$ cat src/rtl/dmem_access_u_pkg.sv
// Shared constants and helpers for the MEM-stage data-memory access unit:
// instruction classes, funct3 codes and the size/lane arithmetic that both
// the request path and the load-alignment path depend on.
package dmem_access_u_pkg;

  // MEM-stage instruction class.
  typedef enum logic [3:0] {
    ALU_IR    = 4'h0,
    IMM_IR    = 4'h1,
    LUI_IR    = 4'h2,
    AUIPC_IR  = 4'h3,
    JAL_IR    = 4'h4,
    JALR_IR   = 4'h5,
    BRANCH_IR = 4'h6,
    LOAD_IR   = 4'h7,
    STORE_IR  = 4'h8,
    SYS_IR    = 4'h9
  } ir_type_e;

  // Load funct3 codes.
  localparam logic [2:0] F3_LB  = 3'b000;
  localparam logic [2:0] F3_LH  = 3'b001;
  localparam logic [2:0] F3_LW  = 3'b010;
  localparam logic [2:0] F3_LBU = 3'b100;
  localparam logic [2:0] F3_LHU = 3'b101;

  // Store funct3 codes.
  localparam logic [2:0] F3_SB  = 3'b000;
  localparam logic [2:0] F3_SH  = 3'b001;
  localparam logic [2:0] F3_SW  = 3'b010;

  // Access size, taken directly from funct3[1:0]. The reserved code is
  // handled like a word so it never produces a partial lane pattern.
  typedef enum logic [1:0] {
    SZ_BYTE = 2'b00,
    SZ_HALF = 2'b01,
    SZ_WORD = 2'b10,
    SZ_RSVD = 2'b11
  } mem_size_e;

  function automatic mem_size_e size_of(input logic [2:0] funct3);
    return mem_size_e'(funct3[1:0]);
  endfunction

  // Halfwords need an even address, words a 4-byte aligned one.
  function automatic logic is_misaligned(input mem_size_e  size,
                                         input logic [1:0] byte_off);
    logic mis;
    case (size)
      SZ_BYTE: mis = 1'b0;
      SZ_HALF: mis = byte_off[0];
      default: mis = (byte_off != 2'b00);
    endcase
    return mis;
  endfunction

  // Little-endian byte enables for an aligned access.
  function automatic logic [3:0] byte_enables(input mem_size_e  size,
                                              input logic [1:0] byte_off);
    logic [3:0] be;
    case (size)
      SZ_BYTE: be = 4'b0001 << byte_off;
      SZ_HALF: be = 4'b0011 << byte_off;
      default: be = 4'b1111;
    endcase
    return be;
  endfunction

  // Store data is replicated across lanes so the memory only has to honour
  // the byte enables; no shifter is needed on the write side.
  function automatic logic [31:0] store_lanes(input mem_size_e   size,
                                              input logic [31:0] wdata);
    logic [31:0] lanes;
    case (size)
      SZ_BYTE: lanes = {4{wdata[7:0]}};
      SZ_HALF: lanes = {2{wdata[15:0]}};
      default: lanes = wdata;
    endcase
    return lanes;
  endfunction

endpackage : dmem_access_u_pkg

$ cat src/rtl/dmem_access_u_if.sv
// Pipeline-side and memory-side signals of the data-memory access unit.
// The access unit uses the master modport; a memory model or the pipeline
// environment uses the slave modport.
interface dmem_access_u_if;

  // Pipeline / MEM stage.
  logic        stall;
  logic [3:0]  ir_type;
  logic [2:0]  funct3;
  logic [31:0] addr;
  logic [31:0] wdata_in;

  // Data-memory request.
  logic        dmem_req;
  logic        dmem_wr;
  logic [31:0] dmem_addr;
  logic [3:0]  dmem_be;
  logic [31:0] dmem_wdata;

  // Data-memory response.
  logic [31:0] dmem_rdata;
  logic        dmem_ack_n;

  // Results towards the interlock unit and write-back.
  logic        ack_n_to_il;
  logic [31:0] load_data;
  logic        misaligned;

  modport master (
    input  stall,
    input  ir_type,
    input  funct3,
    input  addr,
    input  wdata_in,
    input  dmem_rdata,
    input  dmem_ack_n,
    output dmem_req,
    output dmem_wr,
    output dmem_addr,
    output dmem_be,
    output dmem_wdata,
    output ack_n_to_il,
    output load_data,
    output misaligned
  );

  modport slave (
    output stall,
    output ir_type,
    output funct3,
    output addr,
    output wdata_in,
    output dmem_rdata,
    output dmem_ack_n,
    input  dmem_req,
    input  dmem_wr,
    input  dmem_addr,
    input  dmem_be,
    input  dmem_wdata,
    input  ack_n_to_il,
    input  load_data,
    input  misaligned
  );

endinterface : dmem_access_u_if

$ cat src/rtl/dmem_access_u_load_align.sv
// Load alignment: shifts the addressed byte/halfword down to bit 0 and
// extends it according to funct3. Purely combinational; the same result
// feeds both the live load_data path and the capture register.
module load_align_u
  import dmem_access_u_pkg::*;
(
  input  logic [31:0] rdata_i,
  input  logic [1:0]  byte_off_i,
  input  logic [2:0]  funct3_i,
  output logic [31:0] load_data_o
);

  logic [31:0] shifted;

  // Right-justify the addressed lane, then extend by load type.
  always_comb begin
    shifted     = rdata_i >> {byte_off_i, 3'b000};
    load_data_o = '0;
    case (funct3_i)
      F3_LB:   load_data_o = {{24{shifted[7]}}, shifted[7:0]};
      F3_LBU:  load_data_o = {24'h0, shifted[7:0]};
      F3_LH:   load_data_o = {{16{shifted[15]}}, shifted[15:0]};
      F3_LHU:  load_data_o = {16'h0, shifted[15:0]};
      F3_LW:   load_data_o = shifted;
      default: load_data_o = '0;
    endcase
  end

endmodule : load_align_u

$ cat src/rtl/dmem_access_u.sv
// MEM-stage data-memory access unit. Issues one byte-lane request per
// load/store, holds it until the memory acks, aligns/extends load data,
// and filters the ack seen by the interlock unit. DONE parks a completed
// access while an instruction-memory stall keeps the pipeline frozen, so
// the same instruction is never issued twice.
module dmem_access_u
  import dmem_access_u_pkg::*;
(
  input logic            clk,
  input logic            rst_n,
  dmem_access_u_if.master mem_if
);

  typedef enum logic [1:0] {
    ST_IDLE = 2'd0,
    ST_BUSY = 2'd1,
    ST_DONE = 2'd2
  } state_e;

  state_e      state_q, state_d;
  logic [31:0] capture_q, capture_d;

  mem_size_e   access_size;
  logic        is_mem;
  logic        is_store;
  logic        misaligned_c;
  logic        pending;
  logic        ack;
  logic        issue;
  logic        issue_g;
  logic        ack_cycle;
  logic [31:0] aligned_data;

  assign ack = ~mem_if.dmem_ack_n;

  // Decode the MEM-stage instruction into size, alignment and pending.
  always_comb begin
    access_size  = size_of(mem_if.funct3);
    is_store     = (mem_if.ir_type == STORE_IR);
    is_mem       = (mem_if.ir_type == LOAD_IR) || is_store;
    misaligned_c = is_mem && is_misaligned(access_size, mem_if.addr[1:0]);
    pending      = is_mem && !misaligned_c;
  end

  load_align_u u_load_align (
    .rdata_i     (mem_if.dmem_rdata),
    .byte_off_i  (mem_if.addr[1:0]),
    .funct3_i    (mem_if.funct3),
    .load_data_o (aligned_data)
  );

  // Next state, request issue and capture decisions.
  // NOTE: every variable gets a default before the case so no path leaves
  // it unassigned and no latch is inferred.
  always_comb begin
    state_d   = state_q;
    capture_d = capture_q;
    issue     = 1'b0;
    ack_cycle = 1'b0;
    case (state_q)
      ST_IDLE: begin
        if (pending) begin
          issue = 1'b1;
          if (ack) begin
            ack_cycle = 1'b1;
            // Only a frozen pipeline needs the result parked; otherwise
            // WB takes it straight from the live path this cycle.
            if (mem_if.stall) begin
              state_d   = ST_DONE;
              capture_d = aligned_data;
            end
          end else begin
            state_d = ST_BUSY;
          end
        end
      end
      ST_BUSY: begin
        if (!pending) begin
          // Instruction vanished under a held request: drop it.
          state_d = ST_IDLE;
        end else begin
          issue = 1'b1;
          if (ack) begin
            ack_cycle = 1'b1;
            capture_d = aligned_data;
            state_d   = mem_if.stall ? ST_DONE : ST_IDLE;
          end
        end
      end
      ST_DONE: begin
        if (!mem_if.stall) state_d = ST_IDLE;
      end
      default: state_d = ST_IDLE;
    endcase
  end

  // State and capture registers with synchronous active-low reset.
  // NOTE: sequential state uses non-blocking assignments so every register
  // samples the pre-edge values regardless of statement order.
  // NOTE: the capture register is reset too, because load_data reads it
  // directly whenever no ack is in progress.
  always_ff @(posedge clk) begin
    if (!rst_n) begin
      state_q   <= ST_IDLE;
      capture_q <= '0;
    end else begin
      state_q   <= state_d;
      capture_q <= capture_d;
    end
  end

  // Request outputs are gated while reset is asserted. Inputs are held
  // stable by the stalled pipeline in BUSY, so the decoded request fields
  // stay stable without extra registers.
  assign issue_g            = issue & rst_n;
  assign mem_if.dmem_req    = issue_g;
  assign mem_if.dmem_wr     = issue_g & is_store;
  assign mem_if.dmem_be     = issue_g ? byte_enables(access_size, mem_if.addr[1:0]) : 4'b0000;
  assign mem_if.dmem_addr   = {mem_if.addr[31:2], 2'b00};
  assign mem_if.dmem_wdata  = store_lanes(access_size, mem_if.wdata_in);

  // The interlock sees the raw ack only while a request is on the bus.
  assign mem_if.ack_n_to_il = issue_g & mem_if.dmem_ack_n;

  assign mem_if.load_data   = ack_cycle ? aligned_data : capture_q;
  assign mem_if.misaligned  = misaligned_c;

endmodule : dmem_access_u
$ cat src/flat_wrapper.sv
// flat-port wrapper written by rule: the top's interface ports become plain ports
module dmem_access_u_flat import dmem_access_u_pkg::*;
  (clk, rst_n, mem_if_stall, mem_if_ir_type, mem_if_funct3, mem_if_addr, mem_if_wdata_in, mem_if_dmem_rdata, mem_if_dmem_ack_n, mem_if_dmem_req, mem_if_dmem_wr, mem_if_dmem_addr, mem_if_dmem_be, mem_if_dmem_wdata, mem_if_ack_n_to_il, mem_if_load_data, mem_if_misaligned);
  dmem_access_u_if mem_if_i ();
  input logic clk;
  input logic rst_n;
  input wire logic [$bits(mem_if_i.stall)-1:0] mem_if_stall;
  input wire logic [$bits(mem_if_i.ir_type)-1:0] mem_if_ir_type;
  input wire logic [$bits(mem_if_i.funct3)-1:0] mem_if_funct3;
  input wire logic [$bits(mem_if_i.addr)-1:0] mem_if_addr;
  input wire logic [$bits(mem_if_i.wdata_in)-1:0] mem_if_wdata_in;
  input wire logic [$bits(mem_if_i.dmem_rdata)-1:0] mem_if_dmem_rdata;
  input wire logic [$bits(mem_if_i.dmem_ack_n)-1:0] mem_if_dmem_ack_n;
  output wire logic [$bits(mem_if_i.dmem_req)-1:0] mem_if_dmem_req;
  output wire logic [$bits(mem_if_i.dmem_wr)-1:0] mem_if_dmem_wr;
  output wire logic [$bits(mem_if_i.dmem_addr)-1:0] mem_if_dmem_addr;
  output wire logic [$bits(mem_if_i.dmem_be)-1:0] mem_if_dmem_be;
  output wire logic [$bits(mem_if_i.dmem_wdata)-1:0] mem_if_dmem_wdata;
  output wire logic [$bits(mem_if_i.ack_n_to_il)-1:0] mem_if_ack_n_to_il;
  output wire logic [$bits(mem_if_i.load_data)-1:0] mem_if_load_data;
  output wire logic [$bits(mem_if_i.misaligned)-1:0] mem_if_misaligned;
  assign mem_if_i.stall = mem_if_stall;
  assign mem_if_i.ir_type = mem_if_ir_type;
  assign mem_if_i.funct3 = mem_if_funct3;
  assign mem_if_i.addr = mem_if_addr;
  assign mem_if_i.wdata_in = mem_if_wdata_in;
  assign mem_if_i.dmem_rdata = mem_if_dmem_rdata;
  assign mem_if_i.dmem_ack_n = mem_if_dmem_ack_n;
  assign mem_if_dmem_req = mem_if_i.dmem_req;
  assign mem_if_dmem_wr = mem_if_i.dmem_wr;
  assign mem_if_dmem_addr = mem_if_i.dmem_addr;
  assign mem_if_dmem_be = mem_if_i.dmem_be;
  assign mem_if_dmem_wdata = mem_if_i.dmem_wdata;
  assign mem_if_ack_n_to_il = mem_if_i.ack_n_to_il;
  assign mem_if_load_data = mem_if_i.load_data;
  assign mem_if_misaligned = mem_if_i.misaligned;
  dmem_access_u u_core (.clk(clk), .rst_n(rst_n), .mem_if(mem_if_i));
endmodule
$ cat config.mk
export PLATFORM = sky130hd
export DESIGN_NAME = dmem_access_u_flat
export DESIGN_NICKNAME = d
export VERILOG_FILES = /design/src/rtl/dmem_access_u_pkg.sv /design/src/rtl/dmem_access_u_if.sv /design/src/rtl/dmem_access_u_load_align.sv /design/src/rtl/dmem_access_u.sv /design/src/flat_wrapper.sv
export SDC_FILE = /design/constraint.sdc
export NUM_CORES = 1
export LEC_CHECK = 0
export CAP_MARGIN = 5
export CORE_MARGIN = 2
export CORE_UTILIZATION = 40
export CTS_CLUSTER_DIAMETER = 40
export DETAILED_ROUTE_END_ITERATION = 10
export PLACE_DENSITY = 0.87
export SYNTH_ARGS = -nofsm -noshare
export SYNTH_HDL_FRONTEND = slang
export SYNTH_SLANG_ARGS = --single-unit
$ cat constraint.sdc
create_clock -name clk -period 6.35 [get_ports clk]
set_input_delay 1.5875 -clock clk [delete_from_list [all_inputs] [get_ports clk]]
set_output_delay 1.5875 -clock clk [all_outputs]
set_load 0.02 [all_outputs]
==> After elaboration in Yosys (flattened, before gate mapping) <==
Index checks and enable logic that the tools add are counted.
{ "totals": {"regBits": 34, "input_bits": 107, "output_inout_bits": 104, "wordCells": 62} }
{ "classes": {"n_eq_ne": 17, "shifts": 3, "mux": 25, "bitwise": 3, "reduce_logical": 12} }
{ "op_table": {"columns": ["operator", "n"], "rows": [
  ["32-bit 2-to-1 mux", 6],
  ["32-bit one-hot mux with 5 select lines", 1],
  ["32-bit one-hot mux with 2 select lines", 2],
  ["32-bit by 5-bit right shift with 32-bit output", 1],
  ["2-bit 2-to-1 mux", 7],
  ["2-bit != test, second input constant", 4],
  ["4-bit one-hot mux with 2 select lines", 1],
  ["3-bit equality test, second input constant", 2],
  ["3-bit != test, second input constant", 2],
  ["2-bit one-hot mux with 3 select lines", 1],
  ["6-bit AND reduction", 1],
  ["1-bit 2-to-1 mux", 5],
  ["2-bit by 1-bit equality test with 1-bit output, second input constant", 2],
  ["4-bit by 3-bit equality test with 1-bit output, second input constant", 1],
  ["4-bit equality test, second input constant", 1],
  ["2-bit zero test", 2],
  ["4-bit 2-to-1 mux", 1],
  ["2-bit by 1-bit != test with 1-bit output, second input constant", 2],
  ["4-bit AND reduction", 1],
  ["2-bit nonzero test", 2],
  ["1-bit by 2-bit left shift with 4-bit output, first input constant", 1],
  ["2-bit by 2-bit left shift with 4-bit output, first input constant", 1],
  ["1-bit bitwise AND", 3],
  ["3-bit by 1-bit equality test with 1-bit output, second input constant", 1],
  ["other kinds (8)", 9]
]} }

==> Longest topological paths before layout <==
{ "logic_depth": {"depth_word": 9, "depth_mapped": 8} }

==> Cells and area by module <==
Synthesis repeated with hierarchy kept, for this count alone.
{ "unflattened": {"cells_unflattened": 408, "area_unflattened_um2": 3595.9} }
{ "by_module_without_submodules": {"columns": ["module", "n_inst", "cells_per_inst", "area_each_um2", "seq_area_each_um2"], "rows": [
  ["dmem_access_u", 1, 293, 2678.8, 680.7],
  ["load_align_u", 1, 115, 917.1, 0.0]
]} }

==> Worst setup path after synthesis <==
OpenSTA, ideal clock, no wires.
{ "synth_path": {"path_type": "input to output", "start": "input mem_if_ir_type[1]", "end": "output mem_if_dmem_wr", "t_arrival_ns": 3.285, "required_time_ns": 4.762, "setup_slack_ns": 1.478, "path_stages": 4, "n_path_buf": 0, "path_cell_list": "or4b_4 -> a21o_1 -> a211oi_2 -> nor2b_1"} }
{ "synth_between": {"elab_chain_len": 9, "word_cells_on_any_way": 10, "cone_classes": "2 x eq/ne; 2 x mux; 2 x bitwise; 4 x reduce/logical"} }
{ "synth_rtl": {"columns": ["item", "line", "rtl"], "rows": [
  ["start: declaration", "flat_wrapper.sv:8", "input wire logic [$bits(mem_if_i.ir_type)-1:0] mem_if_ir_type;"],
  ["4-bit by 3-bit equality test with 1-bit output or 4-bit equality test (tied branches)", "dmem_access_u.sv:40, dmem_access_u.sv:39", null],
  ["1-bit logical OR *", "dmem_access_u.sv:40", "is_mem = (mem_if.ir_type == LOAD_IR) || is_store;"],
  ["1-bit logical AND", "dmem_access_u.sv:41", "misaligned_c = is_mem && is_misaligned(access_size, mem_if.addr[1:0]);"],
  ["1-bit zero test", "dmem_access_u.sv:42", "pending = is_mem && !misaligned_c;"],
  ["1-bit logical AND *", "dmem_access_u.sv:42", null],
  ["1-bit 2-to-1 mux *", "dmem_access_u.sv:62, dmem_access_u.sv:78", null],
  ["1-bit 2-to-1 mux *", null, null],
  ["1-bit bitwise AND *", "dmem_access_u.sv:115", "assign issue_g = issue & rst_n;"],
  ["via mem_if_dmem_req", "flat_wrapper.sv:14", "output wire logic [$bits(mem_if_i.dmem_req)-1:0] mem_if_dmem_req;"],
  ["1-bit bitwise AND *", "dmem_access_u.sv:117", "assign mem_if.dmem_wr = issue_g & is_store;"],
  ["end: declaration", "flat_wrapper.sv:15", "output wire logic [$bits(mem_if_i.dmem_wr)-1:0] mem_if_dmem_wr;"]
]} }
The timed path passes the listed nets; every way through them passes the cells marked *.

==> Worst setup path after layout <==
{ "layout_path": {"start": "input mem_if_addr[1]", "end": "output mem_if_load_data[14]"} }
{ "layout_between": {"elab_chain_len": 8, "word_cells_on_any_way": 10, "cone_classes": "1 x shift; 5 x mux; 4 x reduce/logical"} }
{ "layout_rtl": {"columns": ["item", "line", "rtl"], "rows": [
  ["start: declaration", "flat_wrapper.sv:10", "input wire logic [$bits(mem_if_i.addr)-1:0] mem_if_addr;"],
  ["branches (longest 7 deep; another with 32-bit by 5-bit right shift with 32-bit output)", null, null],
  ["32-bit 2-to-1 mux *", "dmem_access_u.sv:125", "assign mem_if.load_data = ack_cycle ? aligned_data : capture_q;"],
  ["end: declaration", "flat_wrapper.sv:20", "output wire logic [$bits(mem_if_i.load_data)-1:0] mem_if_load_data;"]
]} }
Every way passes the cells marked *.

==> results.sh <==
export IMPL_status="finished clean"
export IMPL_synth_edff_count=0
export IMPL_h_tree_depth=2
export IMPL_hpwl_mm=8.37
export IMPL_grt_start_max_net_pins=58
export IMPL_rows=32
export IMPL_power_density_mw_per_mm2=146
export IMPL_vias_per_cell=5.90
export IMPL_area_growth_pct=40.4
export IMPL_fmax_ghz=0.168
export IMPL_hold_class="reg2reg"
export IMPL_register_area_um2=681
export IMPL_yosysWarnings=0
export IMPL_die_w_um=94.4
export IMPL_drive_gt1_share_pct=14.0
export IMPL_crit_buf_inv=3
export IMPL_wirelength_mm=11.0
export IMPL_p_leak_nw=1.57
export IMPL_ant_nets=0
export IMPL_timing_worst_setup_path_type="in2out"
export IMPL_period_minus_slack_ns=5.95
export IMPL_place_congestion=0.860
export IMPL_yosys_top_cells_area="dfxtp_1, a21oi_1, buf_4"
export IMPL_critPathMaxFanout=15
export IMPL_num_io_pins=211
export IMPL_hold_viol=0
export IMPL_crit_chain="clkdlybuf4s50_1 -> buf_4 -> nor2b_1 -> o2bb2ai_1 -> a21oi_1 -> a21oi_1 -> clkdlybuf4s50_1"
export IMPL_cts_tree="yes"
export IMPL_dieArea_mm2=0.00891
export IMPL_postSynth_asyncResetShare_pct=0
export IMPL_peakVddDrop_mv=0.105
export IMPL_grtUsageTotal_pct=24.9
export IMPL_synth_area_per_cell_um2=8.29
export IMPL_routed_via_count=3460
export IMPL_fillers=696
export IMPL_coreArea_mm2=0.00781
export IMPL_cts_resized=0
export IMPL_first_pass_iters=5
export IMPL_ys_ff_latch=34
export IMPL_antenna_cells=0
export IMPL_maxSlewHeadroom_pct=60.4
export IMPL_clk_pin_slew_ns=0.07
export IMPL_cp_arrival_ns=4.36
export IMPL_grt_overflow=0
export IMPL_tightestPinTransition_ns=0.588
export IMPL_endpoint_kind="output port"
export IMPL_clk_latency_ns=0.29
export IMPL_worst_path_max_delay_cell="clkdlybuf4s50_1"
export IMPL_seq_area_frac_synth_pct=20.8
export IMPL_drc=0
export IMPL_grt_setup_unrepaired="no"
export IMPL_timing_hold_ws_ns=0.476
export IMPL_critPathRequiredTime_ns=4.76
export IMPL_post_route_util_pct=58.8
export IMPL_synth_top_cell_by_area="dfxtp_1"
export IMPL_skew_ns=0.00682
export IMPL_hold_buffers=0
export IMPL_antenna_found_initial=0
export IMPL_drv_cap=0
export IMPL_setup_tns_ns=0
export IMPL_die_height_um=94.4
export IMPL_synth_main_ff_cell="dfxtp_1"
export IMPL_cts_root_buf="clkbuf_8"
export IMPL_grt_pass1_vias=3327
export IMPL_initial_utilization_pct=41.9
export IMPL_multi_input_area_mm2=0.00207
export IMPL_start_kind="input port"
export IMPL_synthCells=394
export IMPL_critPathMaxStageDelay_ns=0.84
export IMPL_drt_iter0_drc=295
export IMPL_fin_nets=590
export IMPL_period_share_pct=93.7
export IMPL_cts_sinks=34
export IMPL_cts_buffers=5
export IMPL_cp_top_family="buffers and inverters"
export IMPL_synth_area_mm2=0.00327
export IMPL_ys_types=46
export IMPL_grt_pass1_wl_mm=17.5
export IMPL_setup_viol=0
export IMPL_clockBufferDepth=2
export IMPL_avgRoutedWirePerCell_um=18.8
export IMPL_slew_violations=0
export IMPL_postCtsSetupBuffers=0
export IMPL_synth_top_area_share_pct=20.8
export IMPL_portBuffers=148
## layout by cell type (no fill, tap or decap), drive strengths merged, types with 3 or more instances in the layout
master,synthesis,layout
o21ai,18,18
nand3,9,9
dfxtp,34,34
clkbuf,14,5
buf,65,13
mux2,31,31
nor2,7,7
nor2b,3,3
inv,3,3
a211oi,11,11
and2,11,11
a31oi,16,16
clkdlybuf4s50,0,147
mux4,8,8
nor3,3,3
a21oi,76,76
nand2,23,23
a311oi,17,17
mux2i,20,20
o2bb2ai,7,7
## metrics by stage
stage          area, um^2  instances  setup WS (ns)  total power, mW
6_report             4590        586          0.401            0.672
2_1_floorplan        3270        395           1.48            0.386
5_1_grt              4590        586          0.234            0.700
4_1_cts              4590        586          0.434            0.671
3_3_place_gp         4480        578          0.461            0.470
3_5_place_dp         4480        578          0.442            0.474
## cells in the mapped netlist (all sizes together), types with 3 or more instances
master	instances
a21oi	76
buf	65
dfxtp	34
mux2	31
nand2	23
mux2i	20
o21ai	18
a311oi	17
a31oi	16
clkbuf	14
a211oi	11
and2	11
nand3	9
mux4	8
nor2	7
o2bb2ai	7
inv	3
nor2b	3
nor3	3
## registers in the layout, indices dropped and copies added (netlist names)
register,count
u_core.capture_q,32
u_core.state_q,2
## worst min-delay path, delay by kind of cell, from the launching register on
| kind | cells | cell delay (ns) |
|---|---|---|
| AOI/OAI and AO/OA | 2 | 0.12 |
| DFF | 1 | 0.31 |
## worst paths after layout
kind,startpoint,endpoint,slack [ns],cells after the start
worst max-delay path,mem_if_addr[1],mem_if_load_data[14],0.40,7
worst min-delay path,u_core.capture_q[1],u_core.capture_q[1],0.48,2
worst min register to register,u_core.capture_q[1],u_core.capture_q[1],0.48,2
worst max register to register,u_core.state_q[0],u_core.capture_q[18],4.71,4
## metal layers
metal / vias to the layer above / share of wire (%) / GRT usage, % / wire, um
li1: 1606 / - / - / -
met1: 1604 / 41 / 31.9 / 4470
met2: 210 / 48 / 41.5 / 5280
met3: 40 / 8.5 / 5.59 / 932
met4: 0 / 2.8 / 7.97 / 311
met5: - / 0 / 0 / 0
## cell families (layout without fill, tap and decap cells)
| family | after synthesis | count (layout) | share of synthesized area (%) |
|---|---|---|---|
| other | 1 | 2 | 0.115 |
| flip-flops | 34 | 34 | 20.8 |
| multiplexers | 59 | 59 | 22.9 |
| AND/OR/NAND/NOR | 65 | 65 | 10.6 |
| XOR/XNOR | 3 | 3 | 0.804 |
| AO/OA/AOI/OAI | 150 | 150 | 28.4 |
| buffers and inverters | 82 | 171 | 16.3 |
## final cells by class
cell class,instances,share of cell area (%)
multi-input cells,279,45.1
repair buffers,160,34.7
clock buffers,5,1.50
inverters,3,0.245
flip-flops and latches,34,14.8
clock inverters,3,0.873
well taps,102,2.78
## power breakdown
group | total, mW | internal (mW) | leakage (nW) | switching [mW]
clock | 0.200 | 0.116 | 0.0579 | 0.0845
combinational | 0.254 | 0.127 | 1.24 | 0.127
sequential | 0.218 | 0.216 | 0.274 | 0.00157
total | 0.672 | 0.459 | 1.57 | 0.213
(Power assumes the default switching activity.)
